<file path="src/rtl/enc_sched_pkg.sv">
// enc_sched_pkg: shared defaults and FSM state type for the encoder sample scheduler
package enc_sched_pkg;
  localparam int DEF_NUM_ENC = 4;
  localparam int DEF_CNT_W = 8;
  localparam int DEF_PERIOD_CYCLES = 50000;
  typedef enum logic [1:0] {PRIME, IDLE, SEND} state_t;
endpackage

</file>
<file path="src/rtl/enc_tick_gen.sv">
// enc_tick_gen: sample-period counter producing a one-cycle tick at the end of each period
module enc_tick_gen import enc_sched_pkg::*; #(
  parameter int PERIOD_CYCLES = DEF_PERIOD_CYCLES
) (
  input  logic clk,
  input  logic rst_n,
  input  logic enable,
  output logic tick
);
  localparam int W = $clog2(PERIOD_CYCLES);
  localparam logic [W-1:0] LAST = W'(PERIOD_CYCLES - 1);
  logic [W-1:0] cnt;
  assign tick = enable && cnt == LAST;
  // count while enabled, wrap on the tick, park at zero when disabled
  always_ff @(posedge clk or negedge rst_n)
    if (!rst_n) cnt <= '0;
    else cnt <= (!enable || tick) ? '0 : cnt + 1'b1;
endmodule

</file>
<file path="src/rtl/enc_sample_sched.sv">
// enc_sample_sched: snapshots encoder counts each period and streams per-encoder deltas;
// define ENC_SCHED_OVERRUN_CNT_EN to add the saturating overrun_cnt output
module enc_sample_sched import enc_sched_pkg::*; #(
  parameter int NUM_ENC = DEF_NUM_ENC,
  parameter int CNT_W = DEF_CNT_W,
  parameter int PERIOD_CYCLES = DEF_PERIOD_CYCLES,
  localparam int IW = NUM_ENC > 1 ? $clog2(NUM_ENC) : 1
) (
  input  logic                     clk,
  input  logic                     rst_n,
  input  logic                     enable,
  input  logic [NUM_ENC*CNT_W-1:0] enc_count,
  output logic                     out_valid,
  input  logic                     out_ready,
  output logic [CNT_W-1:0]         out_data,
  output logic [IW-1:0]            out_id,
  output logic                     out_last,
  output logic                     overrun,
  input  logic                     clr_overrun
`ifdef ENC_SCHED_OVERRUN_CNT_EN
  ,
  output logic [7:0]               overrun_cnt
`endif
);
  localparam logic [IW-1:0] LAST_ID = IW'(NUM_ENC - 1);
  state_t state;
  logic tick, primed, fire, last_fire, snap, drop;
  logic [IW-1:0] nxt_id;
  logic [CNT_W-1:0] prev [NUM_ENC];
  logic [CNT_W-1:0] delta [NUM_ENC];
  logic [CNT_W-1:0] d_new [NUM_ENC];

  enc_tick_gen #(.PERIOD_CYCLES(PERIOD_CYCLES)) u_tick (
    .clk(clk), .rst_n(rst_n), .enable(enable), .tick(tick)
  );

  assign fire = out_valid && out_ready;
  assign last_fire = fire && out_last;
  assign snap = tick && primed && (state == IDLE || (state == SEND && last_fire));
  assign drop = tick && state == SEND && !last_fire;
  assign nxt_id = out_id + 1'b1;

  // deltas the next snapshot would capture, modulo 2^CNT_W
  always_comb
    for (int i = 0; i < NUM_ENC; i++) d_new[i] = enc_count[i*CNT_W +: CNT_W] - prev[i];

  // PRIME/IDLE/SEND sequencer; primed drops with enable so a stale prev is never differenced
  always_ff @(posedge clk or negedge rst_n)
    if (!rst_n) begin
      state <= PRIME;
      primed <= 1'b0;
      out_valid <= 1'b0;
      out_last <= 1'b0;
      out_id <= '0;
      out_data <= '0;
      for (int i = 0; i < NUM_ENC; i++) begin
        prev[i] <= '0;
        delta[i] <= '0;
      end
    end else begin
      primed <= enable && (primed || (state == PRIME && tick));
      if (snap) begin
        for (int i = 0; i < NUM_ENC; i++) begin
          prev[i] <= enc_count[i*CNT_W +: CNT_W];
          delta[i] <= d_new[i];
        end
        state <= SEND;
        out_valid <= 1'b1;
        out_id <= '0;
        out_data <= d_new[0];
        out_last <= NUM_ENC == 1;
      end else if (state == PRIME) begin
        if (tick) begin
          for (int i = 0; i < NUM_ENC; i++) prev[i] <= enc_count[i*CNT_W +: CNT_W];
          state <= IDLE;
        end
      end else if (state == IDLE) begin
        if (!primed) state <= PRIME;
      end else if (fire) begin
        if (out_last) begin
          state <= primed ? IDLE : PRIME;
          out_valid <= 1'b0;
          out_last <= 1'b0;
        end else begin
          out_id <= nxt_id;
          out_data <= delta[nxt_id];
          out_last <= nxt_id == LAST_ID;
        end
      end
    end

  // sticky drop flag; a new drop beats a coincident clear
  always_ff @(posedge clk or negedge rst_n)
    if (!rst_n) overrun <= 1'b0;
    else overrun <= drop || (overrun && !clr_overrun);

`ifdef ENC_SCHED_OVERRUN_CNT_EN
  // saturating count of dropped ticks; increment beats a coincident clear
  always_ff @(posedge clk or negedge rst_n)
    if (!rst_n) overrun_cnt <= '0;
    else if (drop) overrun_cnt <= overrun_cnt + {7'd0, overrun_cnt != 8'hFF};
    else if (clr_overrun) overrun_cnt <= '0;
`endif
endmodule

</file>
<file path="config.mk">
export PLATFORM = sky130hd
export DESIGN_NAME = enc_sample_sched
export DESIGN_NICKNAME = d
export VERILOG_FILES = /design/src/rtl/enc_sched_pkg.sv /design/src/rtl/enc_tick_gen.sv /design/src/rtl/enc_sample_sched.sv
export SDC_FILE = /design/constraint.sdc
export NUM_CORES = 1
export LEC_CHECK = 0
export ABC_AREA = 1
export BUFFER_PORTS_ARGS = -buffer_cell sky130_fd_sc_hd__buf_2
export CORE_MARGIN = 4
export CORE_UTILIZATION = 30
export CTS_CLUSTER_SIZE = 24
export DETAILED_ROUTE_END_ITERATION = 7
export SLEW_MARGIN = 25
export SYNTH_ARGS = -nofsm -noshare
export SYNTH_HDL_FRONTEND = slang
export SYNTH_HIERARCHICAL = 1
export SYNTH_SLANG_ARGS = --single-unit
</file>
<file path="constraint.sdc">
create_clock -name clk -period 2.8 [get_ports clk]
set_clock_uncertainty 0.05 [all_clocks]
set_input_delay 0.28 -clock clk [delete_from_list [all_inputs] [get_ports clk]]
set_output_delay 0.28 -clock clk [all_outputs]
set_load 0.05 [all_outputs]
</file>
# After elaboration in Yosys (flattened, before gate mapping)
# Index checks and enable logic that the tools add are counted.
# op_classes
n_mux	35
n_eq_ne	9
magnitude_cmp	1
n_addsub	6
bitwise_logic	1
n_div	0
n_reduce_logical	30
multipliers	0
shifts	0
# ops
operator	count
$mux W32	3
$mux W8	7
$sub A8 B8 Y8	4
$mux W2	12
$add A16 B1 Y16 const B	1
$bmux W8 S2	1
$eq A16 B16 Y1 const B	1
$mux W16	1
$reduce_and A4 Y1	3
$logic_and A1 B1 Y1	11
$mux W1	11
$reduce_bool A2 Y1	4
$reduce_bool A4 Y1	2
$eq A2 B2 Y1 const B	2
$logic_or A1 B1 Y1	4
$ne A2 B2 Y1 const B	2
$ne A4 B4 Y1 const B	1
$ge A3 B3 Y1 const B	1
$logic_not A1 Y1	3
$ne A3 B3 Y1 const B	1
$not A2 Y3	1
$reduce_and A3 Y1	1
$add A2 B1 Y2 const B	1
$eq A2 B1 Y1 const B	1
other kinds (3)	3
# totals
memories	0
out_inout_bits	13
in_bits	37
latch_bits	0
reg_bits	96
mem_bits_rw	0
rom_bits	0
word_cells	98

# Logic depth before layout (Yosys ltp)
# Gate-level depths: netlist of the first run.
# logic_depth
ltp_word	10
mapped_depth	13

# By module
# Netlist of the first run, hierarchy kept.
# by_module_without_submodules
module	seq_area_each_um2	instances	area_per_inst_um2	cells_each
enc_sample_sched	2001.9	1	4682.0	583
enc_tick_gen	400.4	1	890.9	118

# Worst setup path before layout of the first run
# OpenSTA, ideal clock, no wires.
# synth_path
kind	register to register
startpoint	reg out_id[0]
endpoint	reg out_data[3]
stages_incl_launch_ff	10
period_less_slack_ns	2.279
setup_time_ns	0.077
t_arrival_ns	2.151
slack_ns	0.521
path_cell_list	dfrtp_1 -> buf_2 -> inv_2 -> buf_2 -> ha_1 -> clkbuf_1 -> o21ai_0 -> o21ai_0 -> o21ai_1 -> a21oi_1
# synth_between
elab_chain_len	10
# synth_lines
item	line	rtl
start, declared	enc_sample_sched.sv:16	output logic [IW-1:0] out_id,
start signal, assigned	enc_sample_sched.sv:85	out_id <= nxt_id;
$add A2 B1 Y2	enc_sample_sched.sv:41	assign nxt_id = out_id + 1'b1;
$not A2 Y3 (not written as such)	enc_sample_sched.sv:86	out_data <= delta[nxt_id];
$bmux W8 S2	enc_sample_sched.sv:86	
$mux W8 (not written as such) (2 in a row)	enc_sample_sched.sv:86	
$mux W8	enc_sample_sched.sv:80	if (out_last) begin
$mux W8	enc_sample_sched.sv:79	end else if (fire) begin
$mux W8	enc_sample_sched.sv:77	end else if (state == IDLE) begin
$mux W8	enc_sample_sched.sv:72	end else if (state == PRIME) begin
$mux W8	enc_sample_sched.sv:62	if (snap) begin
end signal, assigned	enc_sample_sched.sv:70	out_data <= d_new[0];
end signal, assigned	enc_sample_sched.sv:86	
end, declared	enc_sample_sched.sv:15	output logic [CNT_W-1:0] out_data,
# Every way passes these cells. The select of a mux whose other input is x is not followed.
# A chain may end at the register's enable or synchronous reset.

# Worst setup path after layout of the first run
# layout_path
startpoint	reg u_tick.cnt[0]
endpoint	reg out_id[0]
# layout_between
elab_chain_len	6
# layout_lines
item	line	rtl
start, declared	enc_tick_gen.sv:12	logic [W-1:0] cnt;
start signal, assigned	enc_tick_gen.sv:17	else cnt <= (!enable || tick) ? '0 : cnt + 1'b1;
$eq A16 B16 Y1 *	enc_tick_gen.sv:13	assign tick = enable && cnt == LAST;
$logic_and A1 B1 Y1 *	enc_tick_gen.sv:13	
net tick	enc_sample_sched.sv:27	logic tick, primed, fire, last_fire, snap, drop;
$logic_and A1 B1 Y1 * (2 in a row)	enc_sample_sched.sv:39	assign snap = tick && primed && (state == IDLE || (state == SEND && last_fire));
$ne A2 B1 Y1 (no source line), or another cell as far along	n/a	
$reduce_and A4 Y1 (no source line)	n/a	
# The timed path passes the listed nets; every way through them passes the cells marked *.

==> out/results.txt, run 1 <==
Max clock buf depth -> 2
worst reg2reg path startpoint -> u_tick/cnt[0]$_DFF_PN0_
CTS tree -> built
Final ANT Viol Nets -> 0
Die X -> 144.3 um
ys async rst share -> 100.0%
Comb pwr share -> 7.4%
Clock Root Buffer -> clkbuf_16
synthesis-stage register bit count -> 96
cell area after layout -> 0.006335 sq mm
reg2reg path depth -> 12
Switch Pwr -> 0.6995 mW
Synth area leaders -> dfrtp_1 (43%), nand2_1 (13%), ha_1 (6.7%)
Yosys cell types -> 38
WHS -> 64.78 ps
Clk pwr share -> 43.5%
Setup Buffers After CTS -> 0
RSZ-0062 raised after global routing -> no
Initial Utilization -> 30.81%
Syn Area/Cell -> 7.950 sq um
Post-Route WL -> 12170 um
DP HPWL -> 9018 um
clk sink count -> 96
# rows -> 49
count leader, synth -> nand2_1
core area -> 0.01809 sq mm
Worst EP arrival -> 2680 ps
crit-path max FO -> 32
synthesized instance count -> 701
die area -> 0.02082 sq mm
dominant cell type by area after synthesis -> dfrtp_1
# Max-Cap Violations -> 0
post-synth top area share -> 43.11%
layout cells sized above 1 -> 13.28%
Cell Area, Placed -> 0.006032 sq mm
DRC -> 0
CTS H-tree depth -> 3
largest net degree at the start of global routing -> 69
1st-iter DRT viols -> 209
hold path depth -> 2
P per Cell Area -> 452.9 mW/mm^2
vias in the first global route -> 4322
Cell Count, Final, Fillers Out -> 982
Lkg Pwr -> 3.301 nW
worst slew pin tran -> 470.9 ps
drt first pass iters -> 6
placed insts -> 966
reg-to-reg slack, setup -> 320 ps
Worst Setup Start Kind -> register
clock slew at reported path FFs -> 70 ps
P&R area growth vs syn -> 13.67%
Cell Area, Synth -> 0.005573 sq mm
Sequential Power Share -> 49.1%
Final Setup Violations -> 0
worst skew pair latency -> 350 ps
crit path capture type -> register
routability cong. -> 0.8174
hold path start -> clr_overrun
ys flop type -> dfrtp_1
Vias/cell -> 4.541
antenna violations before repair -> 0
antenna cell count -> 0
Seq/Total Area, Yosys -> 43.11%
final core occ -> 35.03%
Pint -> 2.169 mW
cts repair resizes -> 0
TritonCTS buffer count -> 9
Max Clk Rate -> 403.9 MHz
Hold Path End -> overrun$_DFF_PN0_
Post-synth EDFFs -> 0
Reg-to-Reg End -> out_id[0]$_DFFE_PN0P_
fin crit share -> 88.43%
final hold violation count -> 0
Via Count -> 4459
switch share -> 24.38%
syn nets -> 772
Ports -> 50
status -> completed
port buffer count -> 49
Layout Nets -> 820
worst hold-check path type -> in2reg
Tot GR Track Use -> 12.41%
grt ovf -> 0
first-pass GRT wire length -> 20710 um
Worst VDD drop -> 0.0002433 V
Total Neg Setup Slack -> 0 ps
worst setup path category -> reg2reg
critical path data required time -> 3010 ps
Worst slew margin -> 68.61%
synth warn -> 6
Die H -> 144.3 um
wire per inst -> 12.39 um
top post-synthesis cells by count -> nand2_1 (195), dfrtp_1 (96), inv_1 (86), o21ai_0 (68), nor2_1 (56)
Max Slew Vio Count -> 0
fin crit period -> 2476 ps
logic make-up after synthesis:
| logic type | synth area share, % |
|---|---|
| buffers and inverters | 8.576 |
| XOR/XNOR | 2.986 |
| AO/OA/AOI/OAI | 12.98 |
| flip-flops | 43.11 |
| AND/OR/NAND/NOR | 24.18 |
| adder cells (fa/ha/maj) | 8.172 |
power by group through the flow:
stage	logic (mW)	registers (mW)	clock network, mW
2_1_floorplan	0.123	1.43	0
3_3_place_gp	0.216	1.44	0
3_5_place_dp	0.215	1.44	0
4_1_cts	0.218	1.41	1.29
5_1_grt	0.249	1.41	1.34
6_report	0.213	1.41	1.25
area by class of cell:
cell class                      instances  area (sq um)
Fill cell                            1909         11750
Tap cell                              229         286.5
Timing Repair Buffer                   57         322.8
Inverter                               90         337.8
Clock buffer                            9         225.2
Clock inverter                          6         67.56
Multi-Input combinational cell        495          2693
Sequential cell                        96          2402
worst max path at each step:
stage                                        from                       to  slack, ps  cells after the start
after global routing      u_tick/cnt[0]$_DFF_PN0_  out_data[5]$_DFFE_PN0P_         40                     11
after CTS                 u_tick/cnt[0]$_DFF_PN0_  out_data[5]$_DFFE_PN0P_        320                     11
after global placement    u_tick/cnt[0]$_DFF_PN0_  out_data[2]$_DFFE_PN0P_        400                     11
after floorplan             out_id[0]$_DFFE_PN0P_  out_data[3]$_DFFE_PN0P_        520                      9
after detailed placement  u_tick/cnt[0]$_DFF_PN0_    out_id[0]$_DFFE_PN0P_        310                     12
final                     u_tick/cnt[0]$_DFF_PN0_    out_id[0]$_DFFE_PN0P_        320                     12
per-layer routing:
metal / share of wire [%] / global-route usage [%] / up-vias
li1: - / - / 2346
met1: 48 / 16.66 / 2044
met2: 47 / 19.90 / 54
met3: 3.7 / 2.943 / 15
met4: 1.8 / 3.829 / 0
met5: 0 / 0 / -
sequential cells by signal, indices dropped and copies added (netlist names):
name and flops:
primed 1, out_data 8, u_tick/cnt 16, overrun 1
delta 32, out_id 2, prev 32, out_valid 1
out_last 1, state 2
layout by cell type, fill, tap and decap left out, drive strengths merged:
cell type / count
nand2: 203
buf: 56
o31ai: 1
nor2: 58
a21oi: 28
ha: 30
o21ai: 76
dfrtp: 96
or2: 2
o211ai: 9
inv: 92
clkinv: 2
o22ai: 1
nor3: 1
a31oi: 3
a21boi: 4
xor2: 14
clkbuf: 9
nand4: 8
dlygate4sd3: 1
a21o: 3
bufinv: 1
nand3b: 6
nand3: 38
xnor2: 5
clkinvlp: 1
o21bai: 1
fa: 4
repair_timing:
item	4_1_cts	5_1_grt
hold buffers	1	0
setup endpoints to repair	0	0
hold endpoints to repair	28	0
critical path: stages (launching register included):
cell,delay [ps]
dfrtp_1,410
ha_1,220
nand3_2,140
nor3_2,130
nand2_1,120
nor2_1,230
nand2_1,120
inv_1,110
nand3_4,150
buf_4,290
nand2_2,110
nand3_1,110
o21ai_0,190
metrics by stage:
step                total power [mW]  setup WS, ps
finish                         2.869         323.8
global route                   3.000         40.57
CTS                            2.920         316.3
detailed placement             1.651         312.3
global placement               1.651         395.1
floorplan                      1.558         521.3
Note: power is estimated with default switching activity, not from simulation.
==> inputs of run 2 (changes only) <==
--- a/config.mk
+++ b/config.mk
@@ -11,6 +11,7 @@
 export CORE_UTILIZATION = 30
 export CTS_CLUSTER_SIZE = 24
 export DETAILED_ROUTE_END_ITERATION = 7
+export PLACE_DENSITY = 0.56
 export SLEW_MARGIN = 25
 export SYNTH_ARGS = -nofsm -noshare
 export SYNTH_HDL_FRONTEND = slang
==> out/results.txt, run 2 (same netlist as run 1, synthesis figures left out) <==
port buffer count -> 49
Final ANT Viol Nets -> 0
fin crit period -> 2502 ps
Worst slew margin -> 51.83%
Max Slew Vio Count -> 0
largest net degree at the start of global routing -> 78
crit-path max FO -> 26
clock slew at reported path FFs -> 70 ps
Worst EP arrival -> 2730 ps
most frequent cells in the layout -> nand2_1 (195), dfrtp_1 (96), inv_1 (86), o21ai_0 (68), nor2_1 (56)
Ports -> 50
Setup Buffers After CTS -> 0
Worst Setup Start Kind -> register
Via Count -> 4448
antenna violations before repair -> 0
Max clock buf depth -> 2
wire per inst -> 12.36 um
CTS H-tree depth -> 3
Lkg Pwr -> 3.294 nW
DRC -> 0
Layout Nets -> 820
core area -> 0.01809 sq mm
RSZ-0062 raised after global routing -> no
Max Clk Rate -> 399.7 MHz
Worst VDD drop -> 0.0003040 V
PnR Total Power -> 2.836 mW
fin crit share -> 89.35%
CTS tree -> built
Top Registers -> delta x32, prev x32, u_tick/cnt x16
final hold violation count -> 0
antenna cell count -> 0
# rows -> 49
worst hold-check path type -> in2reg
worst setup path category -> reg2reg
Final Setup Violations -> 0
crit path capture type -> register
most common cell after layout, fill and taps aside -> nand2_1
first-pass GRT wire length -> 20760 um
status -> completed
layout cells sized above 1 -> 13.40%
Initial Utilization -> 30.81%
Die H -> 144.3 um
Total Neg Setup Slack -> 0 ps
drt first pass iters -> 4
# Max-Cap Violations -> 0
P per Cell Area -> 447.5 mW/mm^2
cts repair resizes -> 0
final core occ -> 35.03%
Post-Route WL -> 12150 um
worst skew pair latency -> 350 ps
vias in the first global route -> 4385
die area -> 0.02082 sq mm
critical path data required time -> 3030 ps
worst slew pin tran -> 722.6 ps
routability cong. -> 0.8037
DP HPWL -> 8798 um
Clock Root Buffer -> clkbuf_16
TritonCTS buffer count -> 9
Tot GR Track Use -> 12.43%
clk sink count -> 96
P&R area growth vs syn -> 13.70%
Die X -> 144.3 um
Vias/cell -> 4.525
grt ovf -> 0
post-cts hold buffer count -> 0
1st-iter DRT viols -> 183
==> run 2: final cells by class <==
| type | count | area (sq um) |
|---|---|---|
| Sequential cell | 96 | 2402 |
| Inverter | 90 | 337.8 |
| Clock buffer | 9 | 225.2 |
| Clock inverter | 7 | 65.06 |
| Tap cell | 229 | 286.5 |
| Fill cell | 1873 | 11750 |
| Multi-Input combinational cell | 495 | 2693 |
| Timing Repair Buffer | 57 | 326.6 |
==> run 2: worst max-delay path, cell delays in order, from the launching register on <==
cell,delay [ps]
dfrtp_1,420
ha_1,220
nand3_2,150
nor3_2,120
nand2_1,120
nor2_1,240
nand2_1,130
inv_1,110
nand3_4,140
inv_2,380
nand3_1,180
a31oi_2,150
==> run 2: per-stage QoR <==
stage          hold slack (ps)  cell area, sq um  instances  setup WS (ps)
6_report                 56.35              6336        983          298.1
5_1_grt                  89.18              6336        983          80.94
4_1_cts                  41.75              6322        982          309.9
3_5_place_dp             418.1              6032        966          337.4
3_3_place_gp             415.7              6032        966          407.1
2_1_floorplan           -65.59              5573        701          521.3
==> run 2: path summary, 6_finish.rpt <==
path | start | end | slack [ps] | cells past startpoint
setup reg to reg | u_tick/cnt[0]$_DFF_PN0_ | out_data[2]$_DFFE_PN0P_ | 300 | 11
setup / recovery | u_tick/cnt[0]$_DFF_PN0_ | out_data[2]$_DFFE_PN0P_ | 300 | 11
hold / removal | clr_overrun | overrun$_DFF_PN0_ | 60 | 2
hold reg to reg | delta[20]$_DFFE_PN0P_ | delta[20]$_DFFE_PN0P_ | 430 | 2
min in group asynchronous | rst_n | u_tick/cnt[7]$_DFF_PN0_ | 470 | 2
max in group asynchronous | rst_n | prev[1]$_DFFE_PN0P_ | 1510 | 3
==> run 2: where the power goes <==
group	total [mW]	switching, mW	internal (mW)	leakage [nW]
Combinational	0.212	0.134	0.0776	2.00
Clock	1.22	0.593	0.622	0.137
Sequential	1.41	0.0122	1.40	1.16
==> run 2: metal layers <==
metal  track usage, %  up-vias  routed length [um]
met5                0        -                   0
met4            2.749        0                 119
met3            3.406        9                 402
met2            20.73       49                5788
met1            16.20     2048                5844
li1                 -     2342                   -
==> inputs of run 3 (changes only) <==
--- a/config.mk
+++ b/config.mk
@@ -8,10 +8,10 @@
 export ABC_AREA = 1
 export BUFFER_PORTS_ARGS = -buffer_cell sky130_fd_sc_hd__buf_2
 export CORE_MARGIN = 4
-export CORE_UTILIZATION = 30
+export CORE_UTILIZATION = 50
 export CTS_CLUSTER_SIZE = 24
 export DETAILED_ROUTE_END_ITERATION = 7
-export PLACE_DENSITY = 0.56
+export PLACE_DENSITY = 0.79
 export SLEW_MARGIN = 25
 export SYNTH_ARGS = -nofsm -noshare
 export SYNTH_HDL_FRONTEND = slang
==> out/results.txt, run 3 (same netlist as run 1, synthesis figures left out) <==
pre-CTS setup slack -> 144.7 ps
layout cells sized above 1 -> 13.38%
Ports -> 50
die area -> 0.01290 sq mm
gr busiest metal -> met2
hold path depth -> 2
P per Cell Area -> 406.1 mW/mm^2
Worst VDD drop -> 0.0002829 V
Die H -> 113.6 um
Pint -> 1.847 mW
status -> completed
most common cell after layout, fill and taps aside -> nand2_1
M2 GR Usage -> 31.96%
drt first pass iters -> 5
CTS tree -> built
Via Count -> 4630
Initial Utilization -> 51.18%
final hold violation count -> 0
DRC -> 0
Clk pwr share -> 34.7%
worst skew pair latency -> 360 ps
routability cong. -> 0.8722
worst hold-check path type -> in2reg
vias in the first global route -> 4535
Worst Setup Start Kind -> register
TritonCTS buffer count -> 9
Total Neg Setup Slack -> 0 ps
Clock Root Buffer -> clkbuf_8
Max Clk Rate -> 400.3 MHz
fin crit share -> 89.22%
WHS -> 38.98 ps
core area -> 0.01089 sq mm
worst slew pin tran -> 650.1 ps
critical path data required time -> 3030 ps
crit path capture type -> register
Lkg Pwr -> 3.247 nW
largest net degree at the start of global routing -> 51
clock slew at reported path FFs -> 90 ps
fin crit period -> 2498 ps
P&R area growth vs syn -> 10.22%
Worst slew margin -> 56.66%
clk sink count -> 96
placed insts -> 877
fin worst setup slack -> 302.0 ps
Vias/cell -> 5.173
antenna cell count -> 0
Cell Count, Final, Fillers Out -> 895
Sequential Power Share -> 56.5%
first-pass GRT wire length -> 20670 um
fillcell total -> 987
antenna violations before repair -> 0
met1 Use GR -> 26.57%
RSZ-0062 raised after global routing -> no
Final ANT Viol Nets -> 0
most frequent cells in the layout -> nand2_1 (195), dfrtp_1 (96), inv_1 (86), o21ai_0 (68), nor2_1 (56)
# Max-Cap Violations -> 0
crit-path max FO -> 30
Top Registers -> delta x32, prev x32, u_tick/cnt x16
CTS H-tree depth -> 3
1st-iter DRT viols -> 242
Post-Route WL -> 11900 um
GRT met3 Usage -> 3.342%
Final Setup Violations -> 0
Max Slew Vio Count -> 0
Die X -> 113.6 um
worst setup path category -> reg2reg
Tot GR Track Use -> 19.40%
PnR Total Power -> 2.494 mW
Layout Nets -> 821
Setup Buffers After CTS -> 0
reg2reg path depth -> 12
Max clock buf depth -> 2
wire per inst -> 13.30 um
switch share -> 25.97%
port buffer count -> 49
DP HPWL -> 8714 um
Comb pwr share -> 8.8%
grt ovf -> 0
# rows -> 38
Worst EP arrival -> 2730 ps
Switch Pwr -> 0.6477 mW
## run 3: path summary, 6_finish.rpt
check | slack [ps] | from | to
min in group asynchronous | 430 | rst_n | prev[27]$_DFFE_PN0P_
min reg2reg | 440 | delta[23]$_DFFE_PN0P_ | delta[23]$_DFFE_PN0P_
max | 300 | u_tick/cnt[0]$_DFF_PN0_ | prev[25]$_DFFE_PN0P_
max in group asynchronous | 1580 | rst_n | prev[1]$_DFFE_PN0P_
min | 40 | clr_overrun | overrun$_DFF_PN0_
max reg2reg | 300 | u_tick/cnt[0]$_DFF_PN0_ | prev[25]$_DFFE_PN0P_
## run 3: layer usage
| layer | share of wire (%) | vias up |
|---|---|---|
| li1 | - | 2343 |
| met3 | 4.4 | 11 |
| met1 | 47 | 2178 |
| met4 | 1.2 | 0 |
| met2 | 47 | 98 |
| met5 | 0 | - |
## run 3: layout make-up
cell class / instances / area [sq um] / area share (%)
multi-input combinational: 496 / 2708 / 44.08
clock inverter: 4 / 28.78 / 0.4685
sequential: 96 / 2402 / 39.11
timing repair buffer: 57 / 330.3 / 5.378
tap: 140 / 175.2 / 2.852
clock buffer: 12 / 155.1 / 2.526
inverter: 90 / 342.8 / 5.582
## run 3: power groups by stage
stage / registers [mW] / clock network [mW] / logic (mW)
after global placement: 1.44 / 0 / 0.205
after floorplan: 1.43 / 0 / 0.123
after detailed placement: 1.44 / 0 / 0.216
after global routing: 1.41 / 0.928 / 0.253
after CTS: 1.41 / 0.877 / 0.218
final: 1.41 / 0.864 / 0.220
## run 3: timing repair
action	4_1_cts	5_1_grt
resized for setup	0	6
hold endpoints to repair	46	0
hold buffers	1	0
endpoints found under the setup margin	0	50
## run 3: worst max-delay path: stages, from the launching register on
cell and delay, ps:
dfrtp_1 410, ha_1 220, nand3_2 140, nor3_2 130, nand2_1 120, nor2_1 240
nand2_1 140, inv_1 160, nand3_4 210, nand2_2 160, buf_6 230, nand2_1 80
o21ai_0 90
## run 3: per-stage QoR
step / cell area (sq um) / util, %
3_5_place_dp: 5921 / 54.38
3_3_place_gp: 5921 / 54.38
5_1_grt: 6142 / 56.41
4_1_cts: 6115 / 56.16
2_1_floorplan: 5573 / -
6_report: 6142 / 56.41
